### src/rtl/dmem_arbiter.sv
// ---------------------------------------------------------------------------
// dmem_arbiter
//
// Shares one single-port data memory between two requesters:
//   requester 0 - core memory stage
//   requester 1 - program loader / debug port
// One access is in flight at a time. Each access follows the sequence
// IDLE -> ACCESS -> RESP. Accesses whose address is out of range skip
// ACCESS and go directly to RESP with err set.
//
// Ports
//   clk, reset           clock (rising edge); asynchronous active-high reset
//   req[1:0], we[1:0]    per-requester request / write enable (1 = write)
//   addr0/1, wdata0/1    per-requester byte address and write data
//   gnt[1:0]             one-hot, one-cycle pulse naming the accepted requester
//   done[1:0]            one-hot, one-cycle pulse marking completion
//   rdata, err           read data / error status, valid while done is high
//   mem_reEn, mem_wrEn   memory read / write enables (high only in ACCESS)
//   mem_addr             memory address (zero outside ACCESS)
//   mem_val_write        memory write data (zero outside ACCESS)
//   mem_val_read         memory read data
//   mem_error            memory-reported error
// ---------------------------------------------------------------------------
module dmem_arbiter #(
    parameter int unsigned MEM_LATENCY = 1,    // 1..15
    parameter int unsigned MEM_BYTES   = 1024,
    parameter bit          RR_EN       = 1'b1
) (
    input  logic        clk,
    input  logic        reset,
    input  logic [1:0]  req,
    input  logic [1:0]  we,
    input  logic [63:0] addr0,
    input  logic [63:0] addr1,
    input  logic [63:0] wdata0,
    input  logic [63:0] wdata1,
    output logic [1:0]  gnt,
    output logic [1:0]  done,
    output logic [63:0] rdata,
    output logic        err,
    output logic        mem_reEn,
    output logic        mem_wrEn,
    output logic [63:0] mem_addr,
    output logic [63:0] mem_val_write,
    input  logic [63:0] mem_val_read,
    input  logic        mem_error
);

    localparam int          DATA_W   = 64;
    localparam logic [63:0] MAX_ADDR = 64'(MEM_BYTES - 8);
    localparam logic [3:0]  CNT_INIT = 4'(MEM_LATENCY - 1);

    typedef enum logic [1:0] {
        IDLE   = 2'd0,
        ACCESS = 2'd1,
        RESP   = 2'd2
    } state_t;

    state_t              state_q, state_d;
    logic [3:0]          cnt_q, cnt_d;
    logic                rr_last_q, rr_last_d;
    logic                win_q, win_d;
    logic                we_q, we_d;
    logic [DATA_W-1:0]   addr_q, addr_d;
    logic [DATA_W-1:0]   wdata_q, wdata_d;
    logic [1:0]          gnt_q, gnt_d;
    logic [1:0]          done_q, done_d;
    logic [DATA_W-1:0]   rdata_q, rdata_d;
    logic                err_q, err_d;

    logic                win;
    logic [DATA_W-1:0]   sel_addr;
    logic [DATA_W-1:0]   sel_wdata;

    // Round-robin: on contention the requester that did not win last time
    // goes next. Fixed priority: requester 0 wins whenever it is asking.
    function automatic logic pick_winner(input logic [1:0] r, input logic last);
        if (RR_EN) begin
            if (r == 2'b11) return ~last;
            return r[1];
        end
        return ~r[0];
    endfunction

    function automatic logic [1:0] onehot(input logic w);
        return w ? 2'b10 : 2'b01;
    endfunction

    assign win       = pick_winner(req, rr_last_q);
    assign sel_addr  = win ? addr1 : addr0;
    assign sel_wdata = win ? wdata1 : wdata0;

    always_ff @(posedge clk or posedge reset) begin
        if (reset) begin
            state_q   <= IDLE;
            cnt_q     <= '0;
            rr_last_q <= 1'b1;
            win_q     <= 1'b0;
            we_q      <= 1'b0;
            addr_q    <= '0;
            wdata_q   <= '0;
            gnt_q     <= '0;
            done_q    <= '0;
            rdata_q   <= '0;
            err_q     <= 1'b0;
        end else begin
            state_q   <= state_d;
            cnt_q     <= cnt_d;
            rr_last_q <= rr_last_d;
            win_q     <= win_d;
            we_q      <= we_d;
            addr_q    <= addr_d;
            wdata_q   <= wdata_d;
            gnt_q     <= gnt_d;
            done_q    <= done_d;
            rdata_q   <= rdata_d;
            err_q     <= err_d;
        end
    end

    always_comb begin
        state_d   = state_q;
        cnt_d     = cnt_q;
        rr_last_d = rr_last_q;
        win_d     = win_q;
        we_d      = we_q;
        addr_d    = addr_q;
        wdata_d   = wdata_q;
        gnt_d     = 2'b00;
        done_d    = 2'b00;
        rdata_d   = rdata_q;
        err_d     = err_q;

        case (state_q)
            IDLE: begin
                if (req != 2'b00) begin
                    gnt_d     = onehot(win);
                    rr_last_d = win;
                    win_d     = win;
                    we_d      = we[win];
                    addr_d    = sel_addr;
                    wdata_d   = sel_wdata;
                    if (sel_addr > MAX_ADDR) begin
                        // Rejected without touching memory; done coincides with gnt.
                        state_d = RESP;
                        done_d  = onehot(win);
                        rdata_d = '0;
                        err_d   = 1'b1;
                    end else begin
                        state_d = ACCESS;
                        cnt_d   = CNT_INIT;
                    end
                end
            end
            ACCESS: begin
                if (cnt_q == 4'd0) begin
                    state_d = RESP;
                    done_d  = onehot(win_q);
                    rdata_d = we_q ? '0 : mem_val_read;
                    err_d   = mem_error;
                end else begin
                    cnt_d = cnt_q - 4'd1;
                end
            end
            RESP: begin
                state_d = IDLE;
            end
            default: begin
                state_d = IDLE;
            end
        endcase
    end

    // Enables decode straight from the state register so an asynchronous
    // reset drops them without waiting for a clock edge.
    assign mem_reEn      = (state_q == ACCESS) && !we_q;
    assign mem_wrEn      = (state_q == ACCESS) && we_q;
    assign mem_addr      = (state_q == ACCESS) ? addr_q : '0;
    assign mem_val_write = (state_q == ACCESS) ? wdata_q : '0;

    assign gnt   = gnt_q;
    assign done  = done_q;
    assign rdata = rdata_q;
    assign err   = err_q;

endmodule

### config.mk
export PLATFORM = sky130hd
export DESIGN_NAME = dmem_arbiter
export DESIGN_NICKNAME = d
export VERILOG_FILES = /design/src/rtl/dmem_arbiter.sv
export SDC_FILE = /design/constraint.sdc
export NUM_CORES = 1
export LEC_CHECK = 0
export BUFFER_PORTS_ARGS = -buffer_cell sky130_fd_sc_hd__buf_2
export CELL_PAD_IN_SITES_DETAIL_PLACEMENT = 1
export CELL_PAD_IN_SITES_GLOBAL_PLACEMENT = 1
export CORE_AREA = 2 2 203 205
export CTS_CLUSTER_SIZE = 25
export DETAILED_ROUTE_END_ITERATION = 6
export DIE_AREA = 0 0 205 207
export PLACE_DENSITY_LB_ADDON = 0.1
export SLEW_MARGIN = 0
export SYNTH_ARGS = -nofsm -noshare
export SYNTH_HDL_FRONTEND = slang
export SYNTH_SLANG_ARGS = --single-unit
### constraint.sdc
create_clock -name clk -period 10.1 [get_ports clk]
set_clock_uncertainty 0.05 [all_clocks]
set_input_delay 2.02 -clock clk [delete_from_list [all_inputs] [get_ports clk]]
set_output_delay 2.02 -clock clk [all_outputs]
set_load 0.1 [all_outputs]
==> run_results.csv, run 1 <==
group,metric,value,unit
worst_setup_path,worstReg2RegStart,"rr_last_q",
yosys,syn_nets,1473,
yosys,yosysWarnings,0,
routing,vias,10200,
clocking,cts.clk_slew.worst_paths,60,ps
clocking,cts_inserted_buffers,27,
final_layout,fin_nets,1955,
hold_path,hold_class,"flop to flop",
yosys,avgSynthCellArea,8.78,µm²
routing,wirelength,44.4,mm
grt,grt_usage,20.2,%
hold_path,min_path_cells,2,
clocking,cts_buffer_depth,3,
floorplan,dieHeight,207,µm
worst_setup_path,arrival,3110,ps
pwr,power.internal,1.67,mW
pwr,p_per_area,166,nW/µm²
pwr,pwr-share-seq,42.9,%
yosys,synth.most_common_cell,"dfrtp_1",
sta,fmax,193,MHz
grt,grt_pass1_wl,65.9,mm
floorplan,start_util,24.9,%
job,maxCapViolCount,0,
yosys,synth_cells,1144,
pwr,comb_power_share,15.9,%
yosys,synth-main-ff-cell,"dfrtp_1",
yosys,ys_seq_elements,206,
sta,fin_crit_sh,51.3,%
worst_setup_path,cp_data_required_time,8030,ps
floorplan,num_rows,74,
pwr,power.total,2.33,mW
routing,drt_pre_antenna_iters,6,
worst_setup_path,path_cells,"nor2b_4 -> buf_4 -> and2_1 -> buf_2",
grt,grt_pass1_vias,10600,
yosys,netlist_top_cells_area,"dfrtp_1, and2_1, nand2_1",
hold_path,hold_start,"wdata_q[36]",
sta,fin_tns_setup,0,ps
yosys,synth_top_cell_area_share,51.1,%
routing,routedWlPerCell,20.3,µm
worst_setup_path,cp_top_family,"buffers and inverters",
final_layout,seqCellArea,5160,µm²
final_layout,n_fill_cell,4920,
routing,drc,0,
yosys,synth_area,10000,µm²
yosys,synth_edf_count,0,
pwr,swShare,28.5,%
worst_setup_path,r2r_slack,6420,ps
worst_setup_path,slowest_delay,880,ps
sta,worstMarginPinSlew,1080,ps
sta,drv_slew,0,
place,gp_congestion,0.851,
outcome,outcome,"finished, final reports clean",
clocking,holdBufCountCts,0,
clocking,ctsResizeCount,0,
yosys,yosys-top-cells-count,"dfrtp_1, nand2_1, and2_1, inv_1, nor2_1",
clocking,cts_sinks,206,
worst_setup_path,worstSetupEndpointType,"output port",
sta,fin_hold_ws,448,ps
floorplan,core-area,40400,µm²
pwr,switchingPower,665,µW
routing,vias_per_cell,4.67,
place,portBuffers,525,
grt,gr-total-overflow,0,
worst_setup_path,worst_path_max_delay_cell,"buf_4",
worst_setup_path,startpoint_type,"flop",
clocking,cts_tree,"yes",
worst_setup_path,crit_type,"flop to output port",
place,hpwlAfterDp,32.2,mm
yosys,yosysTopAreaCell,"dfrtp_1",
worst_setup_path,critical_path_peak_fanout,108,
clocking,clkLatencyLatePin,540,ps
yosys,synthDistinctLibCells,36,
final_layout,multi_input_area,4190,µm²
grt,antenna_found_initial,20,
floorplan,ioPinCount,526,
clocking,cts_setup_buffers,0,
sta,rsz0062_at_grt,"no",
hold_path,holdPathEnd,"wdata_q[36]",
place,postPlaceCellArea,13100,µm²
clocking,cts.root.buffer_cell,"clkbuf_16",
final_layout,syn_to_final_growth,39.9,%
pwr,p_clk_share,41.2,%
routing,drt_iter0_markers,560,
pwr,ir_drop,0.0000906,V
routing,drtAntennaViolNets,0,
sta,report.final.hold_viol_count,0,
final_layout,final_cell_area,14000,µm²
floorplan,dieArea,42400,µm²
sta,max_slew_margin,27.8,%
floorplan,chipWidth,205,µm
sta,setup_violations,0,
clocking,htreeDepth,1,
pwr,power.leakage,7.24,nW
grt,grt_start_max_net_pins,109,
worst_setup_path,r2r_end,"rdata[48]",
worst_setup_path,r2r_cells,8,
yosys,yosysSeqAreaShare,51.4,%
yosys,async_flop_share,100,%
sta,min_period,5180,ps
worst_setup_path,crit_buf_inv,2,
final_layout,drive_above_1_share,38.4,%
worst register-to-register path, cell delays in order (launching register included):
cell,delay [ps]
dfstp_2,580
a21bo_4,530
buf_4,600
nand4_1,190
a211o_1,370
a221oi_4,410
a21oi_4,100
buf_4,380
o21ai_0,370
cells in the final DEF, fill, tap and decap left out, types with 5 or more instances in the layout:
cell type / n
a222oi_1: 39
a31oi_1: 90
and2_1: 131
buf_2: 525
buf_4: 14
clkbuf_1: 6
clkbuf_16: 27
clkbuf_8: 6
clkinv_2: 5
dfrtp_1: 205
diode_2: 10
inv_1: 106
nand2_1: 190
nand3_1: 66
nand4_1: 10
nor2_1: 97
nor3_1: 6
nor4_1: 27
o21ai_0: 26
o21ai_2: 39
power by group through the flow:
| stage | Clock [mW] | Combinational (mW) | Sequential [mW] |
|---|---|---|---|
| after floorplan | 0 | 0.225 | 1.01 |
| after global placement | 0 | 0.375 | 1.01 |
| after detailed placement | 0 | 0.379 | 1.02 |
| after CTS | 0.999 | 0.379 | 1.00 |
| after global routing | 1.03 | 0.420 | 1.02 |
| final | 0.961 | 0.370 | 1.00 |
metrics by stage:
step | cells | worst slack [ps] | utilization [%]
after global routing | 2182 | 4710 | 34.8
after floorplan | 1144 | 2410 | -
after CTS | 2176 | 4760 | 34.7
final | 2186 | 4920 | 34.8
after global placement | 2129 | 4730 | 32.6
after detailed placement | 2129 | 4690 | 32.6
metal layers:
| metal | vias to the layer above | part of all wire [%] | GRT usage [%] |
|---|---|---|---|
| met4 | 20 | 2.5 | 6.15 |
| met1 | 4928 | 40 | 23.9 |
| met5 | - | 0.27 | 0 |
| met2 | 360 | 48 | 33.8 |
| met3 | 76 | 9.7 | 7.49 |
| li1 | 4835 | - | - |
registers in the layout, indices dropped and copies added, names as in the netlist, 2 cells and up:
| register | flops |
|---|---|
| wdata_q | 64 |
| state_q | 2 |
| gnt | 2 |
| addr_q | 64 |
| rdata | 64 |
| cnt_q | 4 |
| done | 2 |
layout make-up:
type                    instances  share of cell area, %
clock buffers                  39                   5.56
flip-flops and latches        206                   36.7
inverters                     107                   2.91
repair buffers                539                   19.5
clock inverters                 8                  0.659
diodes                         10                  0.178
well taps                     532                   4.74
multi-input cells             745                   29.8
kinds of logic after synthesis:
family | Yosys count | share of synthesized area, %
simple gates | 535 | 25.3
flops | 206 | 51.4
compound gates | 205 | 15.3
buf+inv | 193 | 7.59
xor+xnor | 2 | 0.175
fa+ha+maj | 2 | 0.249
mux | 1 | 0.0997
how the worst max path moves through the flow:
stage / to / cells after the start / startpoint / slack [ps]
6_report: mem_val_write[0] / 4 / state_q[1] / 4920
5_1_grt: mem_addr[63] / 4 / state_q[1] / 4710
4_1_cts: mem_addr[48] / 4 / state_q[1] / 4760
3_5_place_dp: rdata[48] / 10 / req[1] / 4690
3_3_place_gp: err / 10 / req[1] / 4730
2_1_floorplan: addr_q[0] / 1 / reset / 2410
No activity file was read; power rests on OpenSTA's default activity.
==> inputs of run 2 (changes only) <==
clock period = 5.1 ns   (was 10.1 ns; I/O delays follow)
==> run_results.csv, run 2 (synthesis gave the netlist of run 1 again) <==
group,metric,value,unit
outcome,outcome,"finished, final reports clean",
pwr,p_clk_share,40.8,%
worst_setup_path,slowest_delay,760,ps
pwr,ir_drop,0.000216,V
routing,routedWlPerCell,20.3,µm
floorplan,num_rows,74,
routing,drt-met1-wl,18.2,mm
worst_setup_path,path_cells,"buf_2 -> a21bo_4 -> nor4_1 -> a211o_1 -> a221oi_4 -> a21oi_4 -> buf_4 -> o21ai_0",
sta,fin_hold_ws,442,ps
routing,drt_iter0_markers,558,
routing,drt_pre_antenna_iters,6,
worst_setup_path,startpoint_type,"input pin",
worst_setup_path,worstReg2RegStart,"rr_last_q",
pwr,power.internal,3.30,mW
clocking,cts_inserted_buffers,27,
sta,rsz0062_at_grt,"no",
worst_setup_path,critical_path_peak_fanout,36,
sta,fin_tns_setup,0,ps
pwr,pwr-share-seq,43.1,%
clocking,cts.clk_slew.worst_paths,60,ps
routing,drtAntennaViolNets,0,
sta,drv_slew,0,
grt,grt_usage,20.2,%
worst_setup_path,crit_type,"input pin to flop",
clocking,cts_setup_buffers,0,
worst_setup_path,worstSetupEndpoint,"rdata[62]",
place,portBuffers,525,
pwr,comb_power_share,16.0,%
final_layout,layout.cells.most_common,"buf_2",
final_layout,syn_to_final_growth,40.2,%
worst_setup_path,r2r_cells,7,
grt,grt_pass1_wl,65.9,mm
clocking,cts_tree,"yes",
grt,grt_pass1_vias,10600,
routing,vias,10200,
job,maxCapViolCount,0,
floorplan,chipWidth,205,µm
routing,met2_length,21.0,mm
sta,setup_violations,0,
floorplan,ioPinCount,526,
grt,grt_start_max_net_pins,108,
worst_setup_path,worstSetupEndpointType,"flop",
worst_setup_path,cp_data_required_time,5450,ps
floorplan,dieArea,42400,µm²
clocking,htreeDepth,1,
floorplan,core-area,40400,µm²
routing,vias_per_cell,4.65,
place,postPlaceCellArea,13200,µm²
worst_setup_path,r2r_end,"rdata[62]",
place,hpwlAfterDp,32.5,mm
sta,min_period,3690,ps
sta,report.final.hold_viol_count,0,
sta,worstMarginPinSlew,1010,ps
sta,fmax,271,MHz
worst_setup_path,worst_path_max_delay_cell,"a21oi_4",
routing,drc,0,
grt,antenna_found_initial,18,
clocking,cts_sinks,206,
place,gp_congestion,0.850,
final_layout,final_cell_area,14100,µm²
clocking,cts.root.buffer_cell,"clkbuf_16",
worst_setup_path,arrival,4040,ps
pwr,swShare,28.3,%
clocking,clkLatencyLatePin,540,ps
routing,wirelength,44.4,mm
clocking,cts_buffer_depth,3,
pwr,switchingPower,1.30,mW
grt,gr-total-overflow,0,
routing,routed.top_layer,"met5",
clocking,ctsResizeCount,0,
pwr,power.leakage,7.25,nW
final_layout,drive_above_1_share,38.5,%
worst_setup_path,r2r_slack,1610,ps
floorplan,dieHeight,207,µm
floorplan,start_util,24.9,%
final_layout,n_fill_cell,4897,
sta,max_slew_margin,32.9,%
final_layout,fin_nets,1958,
worst_setup_path,startpoint,"req[1]",
hold_path,hold_class,"flop to flop",
sta,fin_crit_sh,72.4,%
clocking,holdBufCountCts,0,
routing,met3_length,3.90,mm
final_layout,final_cell_mix,"buf_2, dfrtp_1, nand2_1, and2_1, inv_1",
pwr,p_per_area,327,nW/µm²
run 2: final cells by class:
cell class / count / area [µm²] / share of cell area [%]
clock inverter: 5 / 82.6 / 0.587
sequential: 206 / 5160 / 36.6
tap: 532 / 666 / 4.73
clock buffer: 37 / 773 / 5.49
timing repair buffer: 542 / 2780 / 19.8
multi-input combinational: 745 / 4190 / 29.7
antenna: 10 / 25.0 / 0.178
inverter: 107 / 405 / 2.88
run 2: per-layer routing:
layer / GRT usage, % / vias to the layer above
met2: 33.8 / 364
li1: - / 4837
met4: 5.18 / 18
met1: 24.6 / 4864
met5: 0 / -
met3: 7.06 / 73
run 2: critical path, delay by kind of cell:
kind	cells	cell delay (ps)
buffers and inverters	2	810
AND/OR/NAND/NOR	1	590
AO/OA/AOI/OAI	5	1580
run 2: worst min-delay path by stage:
stage	slack, ps	start	cells after the start	endpoint
3_3_place_gp	430	wdata_q[7]	2	wdata_q[7]
4_1_cts	450	err	1	err
6_report	440	err	1	err
5_1_grt	450	err	1	err
2_1_floorplan	400	rr_last_q	2	rr_last_q
3_5_place_dp	430	err	1	err
run 2: power by group through the flow:
stage	clock [mW]	sequential, mW	combinational, mW
floorplan	0	2.00	0.446
global placement	0	2.00	0.747
detailed placement	0	2.01	0.755
CTS	1.95	1.99	0.756
global route	2.01	2.01	0.839
finish	1.88	1.98	0.737
run 2: through the flow:
step           total power, mW  std cells  worst slack, ps  util, %
6_report                  4.60       2184             1410     34.9
5_1_grt                   4.86       2179             1240     34.8
4_1_cts                   4.69       2174             1350     34.8
3_5_place_dp              2.77       2132              845     32.7
3_3_place_gp              2.75       2132              942     32.7
2_1_floorplan             2.44       1144             1360        -
